<file path="src/rtl/eth_log_arbiter.sv">
// Two-source log stream arbiter: packet-locked round-robin merge of AXI-Stream
// sources A and B into a single registered output with per-source packet counters.

module eth_log_src_lane (
  input  logic        clk,
  input  logic        resetn,
  input  logic        count_clear,
  input  logic        grant,
  input  logic        out_ready,
  input  logic        tvalid,
  input  logic        tlast,
  output logic        tready,
  output logic        accept,
  output logic [31:0] pkt_count
);
  assign tready = grant & out_ready;
  assign accept = tvalid & tready;

  // Clear wins over a coincident end-of-packet increment.
  always_ff @(posedge clk or negedge resetn) begin
    if (!resetn)                 pkt_count <= '0;
    else if (count_clear)        pkt_count <= '0;
    else if (accept && tlast)    pkt_count <= pkt_count + 32'd1;
  end
endmodule

module eth_log_arbiter #(
  parameter int C_AXIS_LOG_WIDTH = 64
) (
  input  logic                        clk,
  input  logic                        resetn,
  input  logic                        enable,
  input  logic                        count_clear,
  input  logic [C_AXIS_LOG_WIDTH-1:0] s_axis_a_tdata,
  input  logic                        s_axis_a_tlast,
  input  logic                        s_axis_a_tvalid,
  output logic                        s_axis_a_tready,
  input  logic [C_AXIS_LOG_WIDTH-1:0] s_axis_b_tdata,
  input  logic                        s_axis_b_tlast,
  input  logic                        s_axis_b_tvalid,
  output logic                        s_axis_b_tready,
  output logic [C_AXIS_LOG_WIDTH-1:0] m_axis_tdata,
  output logic                        m_axis_tlast,
  output logic                        m_axis_tvalid,
  output logic                        m_axis_tid,
  input  logic                        m_axis_tready,
  output logic [31:0]                 pkt_count_a,
  output logic [31:0]                 pkt_count_b
);
  localparam int NUM_SRC = 2;

  typedef enum logic [1:0] {IDLE = 2'd0, GRANT_A = 2'd1, GRANT_B = 2'd2} state_t;

  state_t state;
  logic   last_grant;  // 1 = B served last
  logic   out_ready;

  logic [NUM_SRC-1:0]                       src_valid, src_last, src_grant, src_ready, src_acc;
  logic [NUM_SRC-1:0][C_AXIS_LOG_WIDTH-1:0] src_data;
  logic [NUM_SRC-1:0][31:0]                 src_count;

  assign src_valid = {s_axis_b_tvalid, s_axis_a_tvalid};
  assign src_last  = {s_axis_b_tlast,  s_axis_a_tlast};
  assign src_data  = {s_axis_b_tdata,  s_axis_a_tdata};
  assign src_grant = {state == GRANT_B, state == GRANT_A};
  assign out_ready = ~m_axis_tvalid | m_axis_tready;

  generate
    for (genvar i = 0; i < NUM_SRC; i++) begin : g_lane
      eth_log_src_lane u_lane (
        .clk        (clk),
        .resetn     (resetn),
        .count_clear(count_clear),
        .grant      (src_grant[i]),
        .out_ready  (out_ready),
        .tvalid     (src_valid[i]),
        .tlast      (src_last[i]),
        .tready     (src_ready[i]),
        .accept     (src_acc[i]),
        .pkt_count  (src_count[i])
      );
    end
  endgenerate

  assign s_axis_a_tready = src_ready[0];
  assign s_axis_b_tready = src_ready[1];
  assign pkt_count_a     = src_count[0];
  assign pkt_count_b     = src_count[1];

  // Grant is held for a whole packet; returning through IDLE gives one bubble.
  always_ff @(posedge clk or negedge resetn) begin
    if (!resetn) begin
      state      <= IDLE;
      last_grant <= 1'b1;
    end else begin
      case (state)
        IDLE: if (enable) begin
          if (src_valid[0] && src_valid[1]) state <= last_grant ? GRANT_A : GRANT_B;
          else if (src_valid[0])            state <= GRANT_A;
          else if (src_valid[1])            state <= GRANT_B;
        end
        GRANT_A: if (src_acc[0] && src_last[0]) begin
          state      <= IDLE;
          last_grant <= 1'b0;
        end
        GRANT_B: if (src_acc[1] && src_last[1]) begin
          state      <= IDLE;
          last_grant <= 1'b1;
        end
        default: state <= IDLE;
      endcase
    end
  end

  always_ff @(posedge clk or negedge resetn) begin
    if (!resetn) begin
      m_axis_tvalid <= 1'b0;
      m_axis_tdata  <= '0;
      m_axis_tlast  <= 1'b0;
      m_axis_tid    <= 1'b0;
    end else if (|src_acc) begin
      m_axis_tvalid <= 1'b1;
      m_axis_tid    <= src_acc[1];
      m_axis_tdata  <= src_acc[1] ? src_data[1] : src_data[0];
      m_axis_tlast  <= src_acc[1] ? src_last[1] : src_last[0];
    end else if (m_axis_tready) begin
      m_axis_tvalid <= 1'b0;
    end
  end
endmodule

</file>
<file path="config.mk">
export PLATFORM = sky130hd
export DESIGN_NAME = eth_log_arbiter
export DESIGN_NICKNAME = d
export VERILOG_FILES = /design/src/rtl/eth_log_arbiter.sv
export SDC_FILE = /design/constraint.sdc
export NUM_CORES = 1
export LEC_CHECK = 0
export CAP_MARGIN = 15
export CORE_MARGIN = 2
export CORE_UTILIZATION = 39
export DETAILED_ROUTE_END_ITERATION = 12
export PLACE_DENSITY = 0.77
export SLEW_MARGIN = 20
export SYNTH_ARGS = -nofsm -noshare
export SYNTH_HDL_FRONTEND = slang
export SYNTH_SLANG_ARGS = --single-unit
export TNS_END_PERCENT = 100
</file>
<file path="constraint.sdc">
create_clock -name clk -period 2 [get_ports clk]
set_input_delay 0.4 -clock clk [delete_from_list [all_inputs] [get_ports clk]]
set_output_delay 0.4 -clock clk [all_outputs]
set_load 0.05 [all_outputs]
</file>
==> flow_summary.yaml <==
place:
  gp_congestion: 0.802
  io_buffer_count: 269
  place_inst: 1171
  dpl.hpwl_um: 14900
synth:
  syn-num-nets: 813
  syn_area_per_cell_um2: 9.66
  yosysTopAreaCellShare_pct: 51.1
  synth_edf_count: 0
  syn_area_um2: 6510
  synthArstFlopShare_pct: 100
  synthFlopType: "dfrtp_1"
  synth_top_area_cell: "dfrtp_1"
  synth.distinct_cells: 37
  ys_warn_count: 0
  ys_seq_area_share_pct: 51.5
  ys_ff_latch: 134
  synth_area_leaders: "dfrtp_1, mux2i_1, nor2_1"
  synthCells: 674
grt:
  antenna_found_initial: 1
  track_usage_pct: 23.1
  grt_pass1_wl_um: 32500
  grt_pass1_vias: 6324
  overflow: 0
  grt_start_max_net_pins: 51
clocking:
  cts_buffers: 17
  clockRootBuffer: "clkbuf_16"
  clock_latency_ps: 420
  htreeDepth: 4
  cts_tree: "done"
  path_clk_slew_ps: 60
  cts.path.max_buffers: 2
  cts.sinks: 134
layout:
  layoutNonFillerInstCount: 1207
  diodes: 0
  area_delta_synth_final_pct: 60.9
  nets: 1113
  drive_gt1_share_pct: 16.9
setup_path:
  crit_type: "flop to output pin"
  cp_max_fo: 2
  critPathMaxStageDelay_ps: 800
  worstPathArrival_ps: 1570
  critPathTopFamily: "buffers and inverters"
  worst_setup_path_end_kind: "output pin"
  crit_path_cell_trace: "clkdlybuf4s50_1"
  required_ps: 1600
  crit_buf_inv: 1
  start_kind: "flop"
  timing.critical_path.slowest_stage_cell: "clkdlybuf4s50_1"
timing:
  layout_min_cycle_time_ps: 1970
  rsz0062_at_grt: "yes"
  worstMarginPinSlew_ps: 521
  fin_skew_ps: 8.78
  finalHoldViolCount: 0
  fin_crit_sh_pct: 98.4
  slew-limit-headroom_pct: 65.2
  fmax_mhz: 508
  setup_viol: 0
  drv_slew: 0
routing:
  num_vias: 6197
  wl_per_cell_um: 16.9
  dr.pass1.iters: 5
  ant_nets: 0
  drt-vias-per-instance: 5.13
  drtIter0Drc: 287
  wirelength_um: 20400
  drc: 0
floorplan:
  die_x_um: 133
  initial_utilization_pct: 39.5
  die-area_um2: 17700
  die_y_um: 133
  rows: 47
  io_pins: 270
  coreArea_um2: 16500
pwr:
  ir_drop_uv: 1040
  p_leak_nw: 5.09
  power_density_nw_per_um2: 1270
  totalPowerFinal_mw: 13.3
run:
  drv_cap: 0
worst_hold_path:
  hold_class: "input pin to flop"
run_status:
  status: "complete, no violations"
area by class of cell:
class | count | area, um^2
Tap cell | 220 | 275
Fill cell | 1361 | 5990
Clock inverter | 12 | 199
Clock buffer | 20 | 457
Sequential cell | 134 | 3390
Timing Repair Buffer | 318 | 3090
Multi-Input combinational cell | 495 | 3040
Inverter | 8 | 30.0
metrics by stage:
step                hold slack [ps]  setup WS, ps  TNS [ps]  instance area [um^2]  utilization (%)
global placement                371          -373    -12560                  9780             59.4
global route                    384        -0.495    -0.495                 10500             63.6
finish                          383          32.9         0                 10500             63.6
floorplan                       104         -64.6      -310                  6580                -
detailed placement              368          -375    -15740                  9780             59.4
CTS                             370          1.30         0                 10400             63.1
power breakdown:
part / switching [mW] / total [mW] / leakage [nW] / internal (mW)
registers: 0.396 / 3.84 / 1.64 / 3.45
clock network: 1.22 / 3.50 / 0.320 / 2.28
logic: 3.93 / 6.00 / 3.13 / 2.07
total: 5.54 / 13.3 / 5.09 / 7.80
synth_stat cells (3+ instances only):
| cell type | count |
|---|---|
| a21oi_1 | 81 |
| and2_1 | 4 |
| and3_1 | 8 |
| and4_1 | 3 |
| buf_2 | 10 |
| clkbuf_1 | 25 |
| dfrtp_1 | 133 |
| inv_1 | 8 |
| mux2i_1 | 65 |
| nand2_1 | 32 |
| nand2b_1 | 3 |
| nand3_1 | 26 |
| nand4_1 | 25 |
| nor2_1 | 126 |
| nor2b_1 | 3 |
| nor3_1 | 12 |
| nor4_1 | 15 |
| o21ai_0 | 12 |
| or3_1 | 11 |
| or4_1 | 4 |
| xnor2_1 | 22 |
| xor2_1 | 27 |
flip-flops by register name (all words and copies together) (netlist names):
register                 flops
m_axis_tlast                 1
last_grant                   1
state                        2
m_axis_tdata                64
g_lane.u_lane.pkt_count     64
m_axis_tid                   1
m_axis_tvalid                1
final timing paths:
check	end	depth (start not counted)	slack (ps)	startpoint
max	m_axis_tdata[10]	1	30	m_axis_tdata[10]
min	g_lane[1].u_lane.pkt_count[23]	2	380	count_clear
max reg2reg	g_lane[0].u_lane.pkt_count[25]	5	90	state[1]
min reg2reg	m_axis_tid	2	480	m_axis_tid
max in group asynchronous	m_axis_tdata[51]	3	850	resetn
min in group asynchronous	g_lane[1].u_lane.pkt_count[23]	2	500	resetn
what timing repair did:
action | 4_1_cts | 5_1_grt
buffers inserted | 1 | 1
gates cloned | 0 | 1
resized for setup | 66 | 34
hold endpoints to repair | 46 | 0
pin swaps | 0 | 2
setup endpoints to repair | 66 | 33
hold buffers | 1 | 0
layout by cell type (no fill, tap or decap), types with 26 or more instances in the layout:
master	count
dfrtp_1	107
nor2_1	125
buf_4	75
dfrtp_2	26
nand3_1	26
nand2_1	30
xor2_1	27
mux2i_1	65
clkdlybuf4s50_1	139
a21oi_1	80
dlygate4sd2_1	65
metal layers:
| metal | GRT usage (%) | vias to the layer above | part of all wire, % | wire length (um) |
|---|---|---|---|---|
| met1 | 26.3 | 2995 | 38 | 7760 |
| met4 | 7.98 | 2 | 2.3 | 473 |
| li1 | - | 2955 | - | - |
| met2 | 40.6 | 208 | 52 | 10500 |
| met5 | 0 | - | 0.064 | 13 |
| met3 | 8.07 | 37 | 7.9 | 1600 |
logic make-up after synthesis:
group	after synthesis	synth area share [%]
and+or+nand+nor	281	20.9
DFF	134	51.5
AOI/OAI and AO/OA	97	7.65
muxes	65	9.99
xor gates and xnor gates	49	6.59
buffers and inverters	46	2.96
adders and majority gates	2	0.384
Note: power is estimated with default switching activity, not from simulation.
